## src/rtl/imem_loader.sv

```systemverilog
// Instruction-memory program loader: consumes a byte stream (16-bit LE word
// count header, then LE 32-bit words), writes words sequentially, holds the CPU.
module imem_loader #(
  parameter int          DEPTH     = 32,
  parameter logic [31:0] BASE_ADDR = 32'h0,
  parameter int          CNT_W     = 16
) (
  input  logic             i_clk,
  input  logic             i_reset,
  input  logic             i_start,
  input  logic [7:0]       i_in_data,
  input  logic             i_in_valid,
  output logic             o_in_ready,
  output logic             o_mem_we,
  output logic [31:0]      o_mem_addr,
  output logic [31:0]      o_mem_wdata,
  output logic             o_cpu_hold,
  output logic             o_busy,
  output logic             o_done,
  output logic             o_err,
  output logic [CNT_W-1:0] o_words_loaded
);

  typedef enum logic [2:0] {
    S_IDLE, S_HDR0, S_HDR1, S_DATA, S_LAST, S_DONE, S_ERR
  } state_t;

  localparam logic [CNT_W-1:0] DEPTH_C = CNT_W'(DEPTH);

  state_t           r_state;
  logic             r_in_ready, r_mem_we, r_cpu_hold, r_busy, r_done, r_err;
  logic [31:0]      r_mem_addr, r_mem_wdata;
  logic [CNT_W-1:0] r_words_loaded, r_count, r_word_idx;
  logic [1:0]       r_byte_idx;
  logic [23:0]      r_word;

  logic             w_xfer;
  logic [CNT_W-1:0] w_hdr_count;
  logic             w_last_word;
  logic [31:0]      w_word_addr;

  assign w_xfer      = i_in_valid & r_in_ready;
  assign w_hdr_count = CNT_W'({i_in_data, r_count[7:0]});
  assign w_last_word = (r_word_idx == r_count - CNT_W'(1));
  assign w_word_addr = BASE_ADDR + (32'(r_word_idx) << 2);

  always_ff @(posedge i_clk or negedge i_reset) begin
    if (!i_reset) begin
      r_state        <= S_IDLE;
      r_in_ready     <= 1'b0;
      r_mem_we       <= 1'b0;
      r_mem_addr     <= BASE_ADDR;
      r_mem_wdata    <= '0;
      r_cpu_hold     <= 1'b1;
      r_busy         <= 1'b0;
      r_done         <= 1'b0;
      r_err          <= 1'b0;
      r_words_loaded <= '0;
      r_count        <= '0;
      r_word_idx     <= '0;
      r_byte_idx     <= '0;
      r_word         <= '0;
    end else begin
      r_mem_we <= 1'b0;
      case (r_state)
        S_IDLE, S_DONE, S_ERR: begin
          if (i_start) begin
            r_state        <= S_HDR0;
            r_in_ready     <= 1'b1;
            r_busy         <= 1'b1;
            r_cpu_hold     <= 1'b1;
            r_done         <= 1'b0;
            r_err          <= 1'b0;
            r_words_loaded <= '0;
            r_byte_idx     <= '0;
            r_word_idx     <= '0;
          end
        end
        S_HDR0: begin
          if (w_xfer) begin
            r_count <= CNT_W'(i_in_data);
            r_state <= S_HDR1;
          end
        end
        S_HDR1: begin
          if (w_xfer) begin
            r_count <= w_hdr_count;
            if (w_hdr_count == '0) begin
              r_state    <= S_DONE;
              r_in_ready <= 1'b0;
              r_busy     <= 1'b0;
              r_done     <= 1'b1;
              r_cpu_hold <= 1'b0;
            end else if (w_hdr_count > DEPTH_C) begin
              r_state    <= S_ERR;
              r_in_ready <= 1'b0;
              r_busy     <= 1'b0;
              r_err      <= 1'b1;
            end else begin
              r_state <= S_DATA;
            end
          end
        end
        S_DATA: begin
          if (w_xfer) begin
            // Bytes 0..2 shift down so byte 0 ends in the low lane.
            r_word     <= {i_in_data, r_word[23:8]};
            r_byte_idx <= r_byte_idx + 2'd1;
            if (r_byte_idx == 2'd3) begin
              r_mem_we       <= 1'b1;
              r_mem_wdata    <= {i_in_data, r_word};
              r_mem_addr     <= w_word_addr;
              r_words_loaded <= r_words_loaded + CNT_W'(1);
              r_word_idx     <= r_word_idx + CNT_W'(1);
              if (w_last_word) begin
                r_state    <= S_LAST;
                r_in_ready <= 1'b0;
              end
            end
          end
        end
        S_LAST: begin
          r_state    <= S_DONE;
          r_busy     <= 1'b0;
          r_done     <= 1'b1;
          r_cpu_hold <= 1'b0;
        end
        default: r_state <= S_IDLE;
      endcase
    end
  end

  assign o_in_ready     = r_in_ready;
  assign o_mem_we       = r_mem_we;
  assign o_mem_addr     = r_mem_addr;
  assign o_mem_wdata    = r_mem_wdata;
  assign o_cpu_hold     = r_cpu_hold;
  assign o_busy         = r_busy;
  assign o_done         = r_done;
  assign o_err          = r_err;
  assign o_words_loaded = r_words_loaded;

endmodule

```

## config.mk

```make
export PLATFORM = sky130hd
export DESIGN_NAME = imem_loader
export DESIGN_NICKNAME = d
export VERILOG_FILES = /design/src/rtl/imem_loader.sv
export SDC_FILE = /design/constraint.sdc
export NUM_CORES = 1
export LEC_CHECK = 0
export BUFFER_PORTS_ARGS = -buffer_cell sky130_fd_sc_hd__buf_4
export CORE_MARGIN = 2
export CORE_UTILIZATION = 61
export CTS_BUF_LIST = sky130_fd_sc_hd__clkbuf_4 sky130_fd_sc_hd__clkbuf_8
export CTS_CLUSTER_SIZE = 20
export DETAILED_ROUTE_END_ITERATION = 8
export GPL_TIMING_DRIVEN = 0
export PLACE_DENSITY = 0.93
export SYNTH_ARGS = -nofsm -noshare
export SYNTH_HDL_FRONTEND = slang
export SYNTH_SLANG_ARGS = --single-unit
```

## constraint.sdc

```tcl
create_clock -name i_clk -period 4 [get_ports i_clk]
set_input_delay 0.6 -clock i_clk [delete_from_list [all_inputs] [get_ports i_clk]]
set_output_delay 0.6 -clock i_clk [all_outputs]
set_load 0.02 [all_outputs]
```

Word level (Yosys, flattened, before mapping)
Index checks and enable logic that the tools add are counted.
{"block": "totals", "input_bits": 12, "out_inout_bits": 86, "register_bits": 131}
{"block": "op_classes", "order_cmp": 1, "n_addsub": 4, "bitwise": 2, "n_reduce_logical": 19, "n_eq_ne": 18, "n_mux": 45}
{"cell": "$mux W16", "n": 7}
{"cell": "$pmux W16 S2", "n": 3}
{"cell": "$add A16 B1 Y16 const B", "n": 2}
{"cell": "$mux W3", "n": 8}
{"cell": "$mux W1", "n": 18}
{"cell": "$ne A2 B2 Y1 const B", "n": 9}
{"cell": "$eq A16 B16 Y1", "n": 1}
{"cell": "$gt A16 B6 Y1 const B", "n": 1}
{"cell": "$logic_not A16 Y1", "n": 1}
{"cell": "$sub A16 B1 Y16 const B", "n": 1}
{"cell": "$pmux W3 S5", "n": 1}
{"cell": "$pmux W1 S3", "n": 4}
{"cell": "$reduce_and A3 Y1", "n": 4}
{"cell": "$reduce_and A4 Y1", "n": 3}
{"cell": "$eq A3 B3 Y1 const B", "n": 3}
{"cell": "$reduce_and A7 Y1", "n": 1}
{"cell": "$eq A3 B2 Y1 const B", "n": 2}
{"cell": "$reduce_and A6 Y1", "n": 1}
{"cell": "$reduce_bool A2 Y1", "n": 3}
{"cell": "$reduce_bool A3 Y1", "n": 2}
{"cell": "$reduce_and A5 Y1", "n": 1}
{"cell": "$mux W2", "n": 2}
{"cell": "$pmux W2 S2", "n": 1}
{"cell": "$eq A3 B1 Y1 const B", "n": 1}
{"cell": "9 further kinds", "n": 9}

Depth between registers and ports, before layout
Gate-level depths: netlist (run 1).
{"block": "depth", "depth_word": 6, "depth_mapped": 8}

Worst setup path before layout (run 1)
OpenSTA, ideal clock, no wires.
{"block": "synth_timing", "path_type": "register to register", "start": "register r_count[0]", "end": "register r_in_ready (netlist: o_in_ready)", "path_slack_ns": 1.679, "path_stages_with_launch": 9, "synth_period_minus_slack_ns": 2.321, "t_arrival_ns": 2.188, "setup_ns": 0.133, "required_time_ns": 3.867, "path_cell_list": "dfrtp_1 -> inv_1 -> ha_1 -> or3b_2 -> xnor2_1 -> or3_1 -> a32oi_1 -> and4_4 -> o211ai_2"}
{"block": "synth_via", "elab_chain_len": 4, "elab_cells_between_ends": 10}
{"item": "from (decl)", "line": "33", "source": "logic [CNT_W-1:0] r_words_loaded, r_count, r_word_idx;"}
{"item": "from (signal assigned)", "line": "81", "source": "r_count <= CNT_W'(i_in_data);"}
{"item": "from (signal assigned)", "line": "87", "source": "r_count <= w_hdr_count;"}
{"item": "$sub A16 B1 Y16 / $logic_not A16 Y1 (equally long branches)", "line": "44, 88"}
{"item": "$eq A16 B16 Y1 / $mux W1 (equally long branches)", "line": "44, 88"}
{"item": "$ne A2 B2 Y1 (no line) / $mux W1 (equally long branches)"}
{"item": "$reduce_and A7 Y1 (no line) / $pmux W1 S3 (equally long branches)"}
{"item": "to (signal assigned)", "line": "50", "source": "r_in_ready <= 1'b0;"}
{"item": "to (signal assigned)", "line": "69", "source": "r_in_ready <= 1'b1;"}
{"item": "to (signal assigned)", "line": "90", "source": "r_in_ready <= 1'b0;"}
{"item": "to (decl)", "line": "31", "source": "logic r_in_ready, r_mem_we, r_cpu_hold, r_busy, r_done, r_err;"}
Parallel ways exist; a longest one is shown, timed or not. The select of a mux whose other input is x is not followed.
A chain may end at the register's enable or synchronous reset.

Worst setup path after layout (run 1)
Ends and elaborated chain as after synthesis.

==> qor.csv, run 1 <==
stage,metric,value,unit
status,outcome,"finished, final reports clean",
yosys,ys_async_sr_fraction,100,%
critical_path,arrival,3.04,ns
critical_path,worstPathRequired,4.32,ns
global_routing,grt_antenna_before_repair,0,
clock_network,cts-resized-gates,0,
yosys,synth.ff_latch_count,131,
route,routed_wl,16100,microns
critical_path,path_class,register to register,
yosys,yosysSeqAreaShare,50.8,%
sta,period_share,68.0,%
sta,tns,0,ns
sta,tightest_slew,0.719,ns
global_routing,grt_usage,30.1,%
route,route.detailed.drc,0,
global_routing,grt_pass1_vias,5544,
placement,dp_hpwl,11600,microns
sta,final-max-slew-violation-count,0,
clock_network,htreeDepth,4,
floorplan,io_pins,98,
route,initialDrtViolationCount,542,
route,vias_per_cell,5.79,
power,peakVddDrop,0.275,mV
power,seq_power_share,40.8,%
floorplan,die_area,0.0114,sq mm
critical_path,cp-start-kind,register,
yosys,synth-warning-count,0,
sta,worst_slack,1.28,ns
global_routing,grt_first_pass_wirelength,26800,microns
critical_path,critPathMaxFanout,6,
sta,hold_violations,0,
yosys,synth_cells,701,
power,clkPwrFrac,21.7,%
final_layout,fin_nets,834,
sta,max_freq,368,MHz
clock_network,cts_hold_buffers,0,
sta,max_slew_margin,52.0,%
final_layout,drive_above_1_share,20.8,%
placement,gp_congestion,0.924,
power,p_int,0.00275,W
yosys,synth.avg_cell_area,9.21,sq um
floorplan,design.core.area,0.0103,sq mm
final_layout,diodes,0,
final_layout,area_growth,18.5,%
placement,io_buffers,80,
power,leakage,3.87,nW
floorplan,die_width,107,microns
global_routing,gr-total-overflow,0,
clock_network,clkSlewWorstSetupHoldPaths,0.07,ns
route,dr_total_vias,5580,
yosys,synth.cell_area,0.00646,sq mm
clock_network,clockBufferDepth,2,
power,combPwrFrac,37.4,%
sta,setup_violations,0,
clock_network,post-cts-setup-buffers,0,
yosys,synth.distinct_cells,65,
flow_run,cap_violations,0,
sta,rsz0062_at_grt,false,
sta,fin_skew,0.00822,ns
clock_network,clock_latency,0.45,ns
yosys,synth-main-ff-cell,dfrtp_1,
floorplan,start_util,62.5,%
clock_network,cts_made_buffers,17,
yosys,synth-edff-count,0,
floorplan,die_h,107,microns
route,firstDrtPassIters,5,
placement,place_ws,1.37,ns
floorplan,fp-row-count,37,
critical_path,critPathCaptureType,register,
route,detail_route.wl_per_cell,16.7,microns
route,postRouteAntennaNets,0,
clock_network,clkSinkCount,131,
sta,fin_crit,2.72,ns
clock_network,cts_tree,yes,
worst_hold_path,hold_path_class,input port to async pin,
global_routing,grt_max_degree,101,
power,p_sw,0.00173,W
power,p_sw_share,38.6,%
clock_network,root_buffer,clkbuf_8,
power,p_per_area,585,mW/mm^2
==> worst max-delay path, stage by stage, from the launching register on <==
cell and delay (ns):
dfrtp_1 0.42, inv_1 0.15, ha_1 0.30, or3b_2 0.52, xnor2_1 0.15, or3_1 0.34, a32oi_1 0.33, and4_4 0.31
o211ai_2 0.09
==> logic make-up (layout without fill, tap and decap cells) <==
| family | Yosys count | after routing | share of synthesized area [%] |
|---|---|---|---|
| xor gates and xnor gates | 36 | 36 | 5.00 |
| muxes | 28 | 28 | 4.84 |
| DFF | 131 | 131 | 50.8 |
| AOI/OAI and AO/OA | 89 | 89 | 8.64 |
| adders and majority gates | 6 | 6 | 1.28 |
| and+or+nand+nor | 346 | 346 | 24.5 |
| buffers and inverters | 64 | 175 | 4.88 |
| other | 1 | 16 | 0.0581 |
==> final timing paths <==
path	start	endpoint	slack, ns	cells past startpoint
worst max-delay path	r_count[0]	o_in_ready	1.28	8
worst min-delay path	i_reset	o_mem_wdata[26]	0.02	1
worst max register to register	r_count[0]	o_in_ready	1.28	8
worst min register to register	r_word[4]	o_mem_wdata[4]	0.47	2
max in group asynchronous	i_reset	r_state[2]	3.22	2
min in group i_clk	i_in_data[1]	o_mem_wdata[25]	0.39	3
==> flip-flops by register name, indices dropped and copies added, names as in the netlist, 2 cells and up <==
name and count:
r_count 16, o_words_loaded 16, r_byte_idx 2, o_mem_wdata 32
r_word 24, o_mem_addr 16, r_state 3, r_word_idx 16
==> layer usage <==
metal,global-route usage [%],vias to the layer above,share of wire [%]
met4,12.9,0,2.9
met3,6.75,42,6.9
met1,38.8,2705,41
li1,-,2582,-
met5,0,-,0
met2,49.4,251,49
==> synth_stat cells (all sizes together) (9+ instances only) <==
master	count	area, sq um
nor4	9	56.3
o21ai	41	205
inv	11	41.3
xnor2	15	131
nand4	13	81.3
or3	10	62.6
nand2	201	754
a21oi	15	75.1
nand3	20	100
and3	9	56.3
buf	26	173
dfrtp	130	3250
clkbuf	27	101
nor2	40	150
mux2	26	293
xor2	21	191
==> layout by cell type, fill, tap and decap left out, types with 3 or more instances in the layout <==
| master | synthesis | final |
|---|---|---|
| nor4_1 | 9 | 9 |
| xnor2_1 | 15 | 15 |
| clkbuf_1 | 27 | 27 |
| a21oi_1 | 15 | 15 |
| nor3_1 | 8 | 8 |
| nand3_1 | 20 | 20 |
| conb_1 | 1 | 16 |
| a31oi_1 | 4 | 4 |
| and4_1 | 3 | 3 |
| nor2_1 | 40 | 40 |
| buf_4 | 17 | 96 |
| or4_1 | 3 | 3 |
| buf_2 | 3 | 3 |
| xor2_1 | 20 | 20 |
| or3_1 | 10 | 10 |
| mux2_2 | 26 | 26 |
| nand2b_1 | 4 | 4 |
| clkbuf_8 | 0 | 19 |
| dfrtp_1 | 130 | 130 |
| nor3b_1 | 5 | 5 |
| nand4_1 | 13 | 13 |
| inv_1 | 10 | 10 |
| buf_1 | 5 | 5 |
| ha_1 | 5 | 5 |
| clkinv_2 | 0 | 4 |
| o21ai_0 | 41 | 41 |
| and2_1 | 4 | 4 |
| and3_1 | 9 | 9 |
| clkinvlp_4 | 0 | 3 |
| nor2b_1 | 4 | 4 |
| nand2_1 | 201 | 201 |
==> final cells by class <==
| class | count | area [sq um] |
|---|---|---|
| Inverter | 11 | 41.3 |
| Sequential cell | 131 | 3280 |
| Tap cell | 136 | 170 |
| Timing Repair Buffer | 81 | 632 |
| Multi-Input combinational cell | 521 | 2920 |
| Buffer | 53 | 274 |
| Fill cell | 700 | 2670 |
| Clock buffer | 21 | 277 |
| Clock inverter | 9 | 60.1 |
==> metrics by stage <==
step                cells  utilization (%)  total power, W  hold slack, ns  instance area, sq um
global route          963             74.1         0.00474          0.0223                  7650
finish                963             74.1         0.00447          0.0190                  7650
detailed placement    933             70.9         0.00347           0.459                  7320
global placement      932             70.6         0.00335           0.457                  7280
floorplan             716                -         0.00299           0.304                  6510
CTS                   963             74.1         0.00444          0.0250                  7650
==> power by group through the flow <==
stage	logic (W)	registers [W]	clock network, W
floorplan	0.00116	0.00182	0
global placement	0.00153	0.00182	0
detailed placement	0.00164	0.00184	0
CTS	0.00165	0.00182	0.000973
global route	0.00184	0.00186	0.00105
finish	0.00168	0.00183	0.000972
Note: power is estimated with default switching activity, not from simulation.
==> run 2: changes to the inputs <==
--- a/config.mk
+++ b/config.mk
@@ -7,12 +7,12 @@
 export LEC_CHECK = 0
 export BUFFER_PORTS_ARGS = -buffer_cell sky130_fd_sc_hd__buf_4
 export CORE_MARGIN = 2
-export CORE_UTILIZATION = 61
+export CORE_UTILIZATION = 59
 export CTS_BUF_LIST = sky130_fd_sc_hd__clkbuf_4 sky130_fd_sc_hd__clkbuf_8
 export CTS_CLUSTER_SIZE = 20
 export DETAILED_ROUTE_END_ITERATION = 8
 export GPL_TIMING_DRIVEN = 0
-export PLACE_DENSITY = 0.93
+export PLACE_DENSITY = 0.9
 export SYNTH_ARGS = -nofsm -noshare
 export SYNTH_HDL_FRONTEND = slang
 export SYNTH_SLANG_ARGS = --single-unit
==> constraint.sdc (replaced) <==
create_clock -name i_clk -period 2.7 [get_ports i_clk]
set_input_delay 0.405 -clock i_clk [delete_from_list [all_inputs] [get_ports i_clk]]
set_output_delay 0.405 -clock i_clk [all_outputs]
set_load 0.02 [all_outputs]
==> qor.csv, run 2 (synthesis results as in run 1) <==
stage,metric,value,unit,change
final_layout,final_area,0.00775,sq mm,was 0.00765 sq mm
route,routed_wl,16400,microns,was 16100 microns
placement,dp_hpwl,11200,microns,was 11600 microns
critical_path,arrival,2.98,ns,was 3.04 ns
sta,max_freq,376,MHz,was 368 MHz
final_layout,largest_reg_flops,32,,unchanged
sta,period_share,98.4,%,was 68.0%
placement,dpl_cell_area,0.00732,sq mm,about the same
flow_run,cap_violations,0,,unchanged
worst_hold_path,hold_path_class,input port to register,,was input port to async pin
clock_network,root_buffer,clkbuf_8,,unchanged
sta,final-max-slew-violation-count,0,,unchanged
floorplan,die_area,0.0118,sq mm,was 0.0114 sq mm
critical_path,critPathCaptureType,register,,unchanged
final_layout,fin_nets,835,,was 834
final_layout,fillers,743,,was 700
floorplan,die_width,109,microns,was 107 microns
global_routing,grt_usage,29.4,%,was 30.1%
sta,hold_violations,0,,unchanged
clock_network,clockBufferDepth,2,,unchanged
critical_path,worstPathRequired,3.02,ns,was 4.32 ns
sta,rsz0062_at_grt,false,,unchanged
final_layout,layout_common_cells,"nand2_1 (201), dfrtp_1 (130), buf_4 (96)",,unchanged
clock_network,clkSinkCount,131,,unchanged
sta,tightest_slew,0.794,ns,was 0.719 ns
clock_network,cts_tree,yes,,unchanged
global_routing,grt_pass1_vias,5488,,was 5544
floorplan,io_pins,98,,unchanged
sta,worst_slack,0.0420,ns,was 1.28 ns
floorplan,start_util,60.1,%,was 62.5%
critical_path,cp-start-kind,register,,unchanged
global_routing,grt_max_degree,96,,was 101
power,p_per_area,895,mW/mm^2,was 585 mW/mm^2
power,leakage,3.90,nW,was 3.87 nW
sta,tns,0,ns,unchanged
placement,place_ws,-0.0718,ns,was 1.37 ns
clock_network,post-cts-setup-buffers,0,,unchanged
clock_network,clkSlewWorstSetupHoldPaths,0.07,ns,about the same
final_layout,final_common_cell,nand2_1,,unchanged
global_routing,grt_first_pass_wirelength,26700,microns,was 26800 microns
final_layout,fin_util,72.1,%,was 74.1%
sta,fin_crit,2.66,ns,was 2.72 ns
placement,gp_congestion,0.924,,about the same
route,initialDrtViolationCount,604,,was 542
sta,fin_skew,0.00941,ns,was 0.00822 ns
critical_path,critPathMaxFanout,6,,unchanged
route,detail_route.wl_per_cell,17.0,microns,was 16.7 microns
placement,io_buffers,80,,unchanged
route,route.detailed.drc,0,,unchanged
route,dr_total_vias,5646,,was 5580
sta,setup_violations,0,,unchanged
clock_network,htreeDepth,4,,unchanged
route,vias_per_cell,5.83,,was 5.79
clock_network,cts_made_buffers,17,,unchanged
critical_path,path_class,register to register,,unchanged
power,peakVddDrop,0.437,mV,was 0.275 mV
global_routing,grt_antenna_before_repair,0,,unchanged
sta,max_slew_margin,46.4,%,was 52.0%
floorplan,design.core.area,0.0107,sq mm,was 0.0103 sq mm
route,postRouteAntennaNets,0,,unchanged
global_routing,gr-total-overflow,0,,unchanged
placement,place_inst,937,,was 933
final_layout,diodes,0,,unchanged
route,firstDrtPassIters,5,,unchanged
final_layout,area_growth,20.0,%,was 18.5%
floorplan,die_h,109,microns,was 107 microns
clock_network,clock_latency,0.45,ns,about the same
status,outcome,"finished, final reports clean",,unchanged
final_layout,drive_above_1_share,21.4,%,was 20.8%
final_layout,fin_cells,968,,was 963
floorplan,fp-row-count,38,,was 37
## run 2: repair_timing
item,4_1_cts,5_1_grt
endpoints found under the setup margin,3,4
hold buffers,1,0
gates resized for setup,1,5
endpoints found under the hold margin,35,0
## run 2: metal layers
layer	GRT usage, %	share of wire, %	vias up
li1	-	-	2574
met3	6.46	7.2	73
met5	0	0	-
met4	12.6	4.2	0
met1	37.5	40	2703
met2	48.6	49	296
## run 2: worst paths after layout
check	slack, ns	endpoint	from	cells past startpoint
max	0.04	o_in_ready	r_count[0]	8
min	0.20	o_mem_wdata[25]	i_in_data[1]	3
max reg2reg	0.04	o_in_ready	r_count[0]	8
min reg2reg	0.47	o_mem_wdata[3]	r_word[3]	2
max in group asynchronous	1.48	r_state[2]	i_reset	3
min in group asynchronous	0.45	r_word[0]	i_reset	2
## run 2: final cells by class
type / instances / area, sq um / area share, %
Buffer: 53 / 274 / 3.54
Clock buffer: 22 / 290 / 3.74
Clock inverter: 8 / 103 / 1.32
Inverter: 11 / 41.3 / 0.533
Multi-Input combinational cell: 521 / 2950 / 38.0
Sequential cell: 131 / 3280 / 42.3
Tap cell: 140 / 175 / 2.26
Timing Repair Buffer: 82 / 642 / 8.28
## run 2: report_power, final
part           switching (W)  internal (W)
Sequential          0.000369       0.00235
Clock               0.000750      0.000904
Combinational        0.00151       0.00105
## run 2: per-stage QoR
stage	total power, W	hold slack, ns
floorplan	0.00443	0.109
global placement	0.00496	0.456
detailed placement	0.00513	0.325
CTS	0.00680	0.200
global route	0.00730	0.199
finish	0.00693	0.203
## run 2: worst max-delay path: stages, from the launching register on
cell	delay (ns)
dfrtp_1	0.42
inv_1	0.15
ha_2	0.26
or3b_2	0.53
xnor2_1	0.16
or3_1	0.33
a32oi_2	0.29
and4_4	0.30
o211ai_2	0.09
==> run 3: changes to the inputs <==
--- a/config.mk
+++ b/config.mk
@@ -12,7 +12,7 @@
 export CTS_CLUSTER_SIZE = 20
 export DETAILED_ROUTE_END_ITERATION = 8
 export GPL_TIMING_DRIVEN = 0
-export PLACE_DENSITY = 0.9
+export PLACE_DENSITY = 0.82
 export SYNTH_ARGS = -nofsm -noshare
 export SYNTH_HDL_FRONTEND = slang
 export SYNTH_SLANG_ARGS = --single-unit
==> constraint.sdc (replaced) <==
create_clock -name i_clk -period 2.6 [get_ports i_clk]
set_input_delay 0.39 -clock i_clk [delete_from_list [all_inputs] [get_ports i_clk]]
set_output_delay 0.39 -clock i_clk [all_outputs]
set_load 0.02 [all_outputs]
==> qor.csv, run 3 (synthesis results as in run 1) <==
stage,metric,value,unit,change
power,clkPwrFrac,24.8,%,was 23.9%
critical_path,max_stage_delay,0.52,ns,was 0.53 ns
critical_path,crit_family,simple AND/OR/NAND/NOR gates,,unchanged
critical_path,critPathCaptureType,register,,unchanged
status,outcome,"finished, final reports clean",,unchanged
clock_network,clkSlewWorstSetupHoldPaths,0.09,ns,was 0.07 ns
final_layout,final_common_cell,nand2_1,,unchanged
clock_network,root_buffer,clkbuf_8,,unchanged
critical_path,path_class,register to register,,unchanged
power,p_per_area,932,mW/mm^2,was 895 mW/mm^2
route,dr_total_vias,5610,,was 5646
floorplan,io_pins,98,,unchanged
sta,max_freq,395,MHz,was 376 MHz
sta,max_slew_margin,50.0,%,was 46.4%
clock_network,cts_made_buffers,17,,unchanged
clock_network,cts_tree,yes,,unchanged
sta,hold_violations,0,,unchanged
power,p_int,0.00446,W,was 0.00431 W
placement,io_buffers,80,,unchanged
floorplan,design.core.area,0.0107,sq mm,unchanged
critical_path,arrival,2.85,ns,was 2.98 ns
final_layout,largest_reg_flops,32,,unchanged
critical_path,slowest_stage,or3b_2,,unchanged
route,routed_wl,16200,microns,was 16400 microns
final_layout,drive_above_1_share,22.0,%,was 21.4%
critical_path,path_buf_inv,1,,unchanged
clock_network,clock_latency,0.46,ns,was 0.45 ns
route,detail_route.wl_per_cell,16.7,microns,was 17.0 microns
route,postRouteAntennaNets,0,,unchanged
clock_network,clkSinkCount,131,,unchanged
clock_network,htreeDepth,4,,unchanged
route,firstDrtPassIters,5,,unchanged
critical_path,critPathMaxFanout,6,,unchanged
floorplan,fp-row-count,38,,unchanged
critical_path,cp-start-kind,register,,unchanged
floorplan,start_util,60.1,%,unchanged
final_layout,fillers,805,,was 743
final_layout,fin_nets,835,,unchanged
power,p_total,0.00726,W,was 0.00693 W
worst_hold_path,hold_path_class,input port to register,,unchanged
power,p_sw,0.00280,W,was 0.00262 W
placement,dp_hpwl,11300,microns,was 11200 microns
sta,final-max-slew-violation-count,0,,unchanged
clock_network,post-cts-setup-buffers,0,,unchanged
sta,rsz0062_at_grt,false,,unchanged
floorplan,die_h,109,microns,unchanged
floorplan,die_area,0.0118,sq mm,unchanged
critical_path,worstPathCellList,inv_2 > ha_4 > or3b_2 > xnor2_1 > or3_1 > a32oi_2 > and4_4 > o211ai_2,,was inv_1 > ha_2 > or3b_2 > xnor2_1 > or3_1 > a32oi_2 > and4_4 > o211ai_2
sta,period_share,97.3,%,was 98.4%
final_layout,area_growth,20.6,%,was 20.0%
final_layout,diodes,0,,unchanged
power,seq_power_share,38.9,%,was 39.3%
power,leakage,3.92,nW,was 3.90 nW
sta,setup_violations,0,,unchanged
final_layout,fin_util,72.4,%,was 72.1%
sta,holdWs,0.171,ns,was 0.203 ns
global_routing,grt_max_degree,81,,was 96
placement,gp_congestion,0.925,,was 0.924
flow_run,cap_violations,0,,unchanged
final_layout,layout_common_cells,"nand2_1 (201), dfrtp_1 (130), buf_4 (96)",,unchanged
global_routing,grt_antenna_before_repair,0,,unchanged
clock_network,clockBufferDepth,2,,unchanged
power,peakVddDrop,0.472,mV,was 0.437 mV
global_routing,grt_first_pass_wirelength,26300,microns,was 26700 microns
sta,fin_crit,2.53,ns,was 2.66 ns
global_routing,grt_usage,28.9,%,was 29.4%
route,vias_per_cell,5.78,,was 5.83
floorplan,die_width,109,microns,unchanged
global_routing,grt_pass1_vias,5451,,was 5488
power,p_sw_share,38.6,%,was 37.8%
power,combPwrFrac,36.4,%,was 36.9%
route,route.detailed.drc,0,,unchanged
global_routing,gr-total-overflow,0,,unchanged
sta,fin_skew,0.0152,ns,was 0.00941 ns
sta,tightest_slew,0.739,ns,was 0.794 ns
route,initialDrtViolationCount,488,,was 604
critical_path,worstPathRequired,2.92,ns,was 3.02 ns
==> run 3: cell count changes in the layout (fill, tap and decap cells not counted), moves of 2 or more <==
cell | before | now
clkbuf_4 | 2 | 0
clkbuf_8 | 20 | 18
clkinv_4 | 1 | 4
clkinvlp_4 | 2 | 0
inv_1 | 10 | 8
inv_2 | 1 | 3
inv_6 | 1 | 6
==> run 3: path summary, 6_finish.rpt <==
| check | startpoint | end | slack, ns | cells after the start |
|---|---|---|---|---|
| worst min register to register | o_mem_addr[11] | o_mem_addr[11] | 0.48 | 2 |
| worst max register to register | r_count[0] | o_in_ready | 0.07 | 8 |
| min in group asynchronous | i_reset | o_mem_addr[15] | 0.44 | 2 |
| max in group asynchronous | i_reset | o_cpu_hold | 1.38 | 3 |
| worst max-delay path | r_count[0] | o_in_ready | 0.07 | 8 |
| worst min-delay path | i_in_data[2] | o_mem_wdata[26] | 0.17 | 3 |
==> run 3: layout make-up <==
| type | count | area (sq um) | share of cell area (%) |
|---|---|---|---|
| flip-flops and latches | 131 | 3280 | 42.1 |
| clock buffers | 18 | 248 | 3.18 |
| well taps | 140 | 175 | 2.25 |
| multi-input cells | 521 | 2960 | 38.0 |
| clock inverters | 14 | 164 | 2.11 |
| inverters | 11 | 41.3 | 0.530 |
| plain buffers | 53 | 275 | 3.54 |
| repair buffers | 82 | 642 | 8.24 |
==> run 3: metrics by stage <==
stage	cells	cell area (sq um)	setup slack (ns)	TNS (ns)
final	970	7780	0.0711	0
after global routing	970	7780	0.0106	0
after CTS	970	7760	0.0252	0
after detailed placement	937	7320	-0.0635	-0.179
after global placement	936	7290	0.0317	0
after floorplan	716	6510	0.279	0
==> run 3: power by group through the flow <==
| stage | Combinational, W | Clock, W | Sequential [W] |
|---|---|---|---|
| 6_report | 0.00264 | 0.00180 | 0.00282 |
| 5_1_grt | 0.00289 | 0.00191 | 0.00287 |
| 4_1_cts | 0.00256 | 0.00182 | 0.00281 |
| 3_5_place_dp | 0.00249 | 0 | 0.00284 |
| 3_3_place_gp | 0.00236 | 0 | 0.00280 |
| 2_1_floorplan | 0.00179 | 0 | 0.00281 |
==> run 3: worst reg2reg max path, delay by kind of cell, from the launching register on <==
kind	cells	cell delay (ns)
adders and majority gates	1	0.18
xor gates and xnor gates	1	0.16
DFF	1	0.43
and+or+nand+nor	3	1.14
AOI/OAI and AO/OA	2	0.37
buffers and inverters	1	0.12
==> run 3: metal layers <==
| metal | vias to the layer above | wire (microns) | track usage [%] |
|---|---|---|---|
| li1 | 2574 | - | - |
| met1 | 2740 | 6650 | 38.1 |
| met2 | 243 | 7980 | 46.5 |
| met3 | 53 | 1090 | 5.98 |
| met4 | 0 | 481 | 12.6 |
| met5 | - | 0 | 0 |
==> run 3: what timing repair did <==
action | 4_1_cts | 5_1_grt
endpoints found under the hold margin | 51 | 0
resized for setup | 4 | 8
endpoints found under the setup margin | 3 | 5
hold buffers | 1 | 0
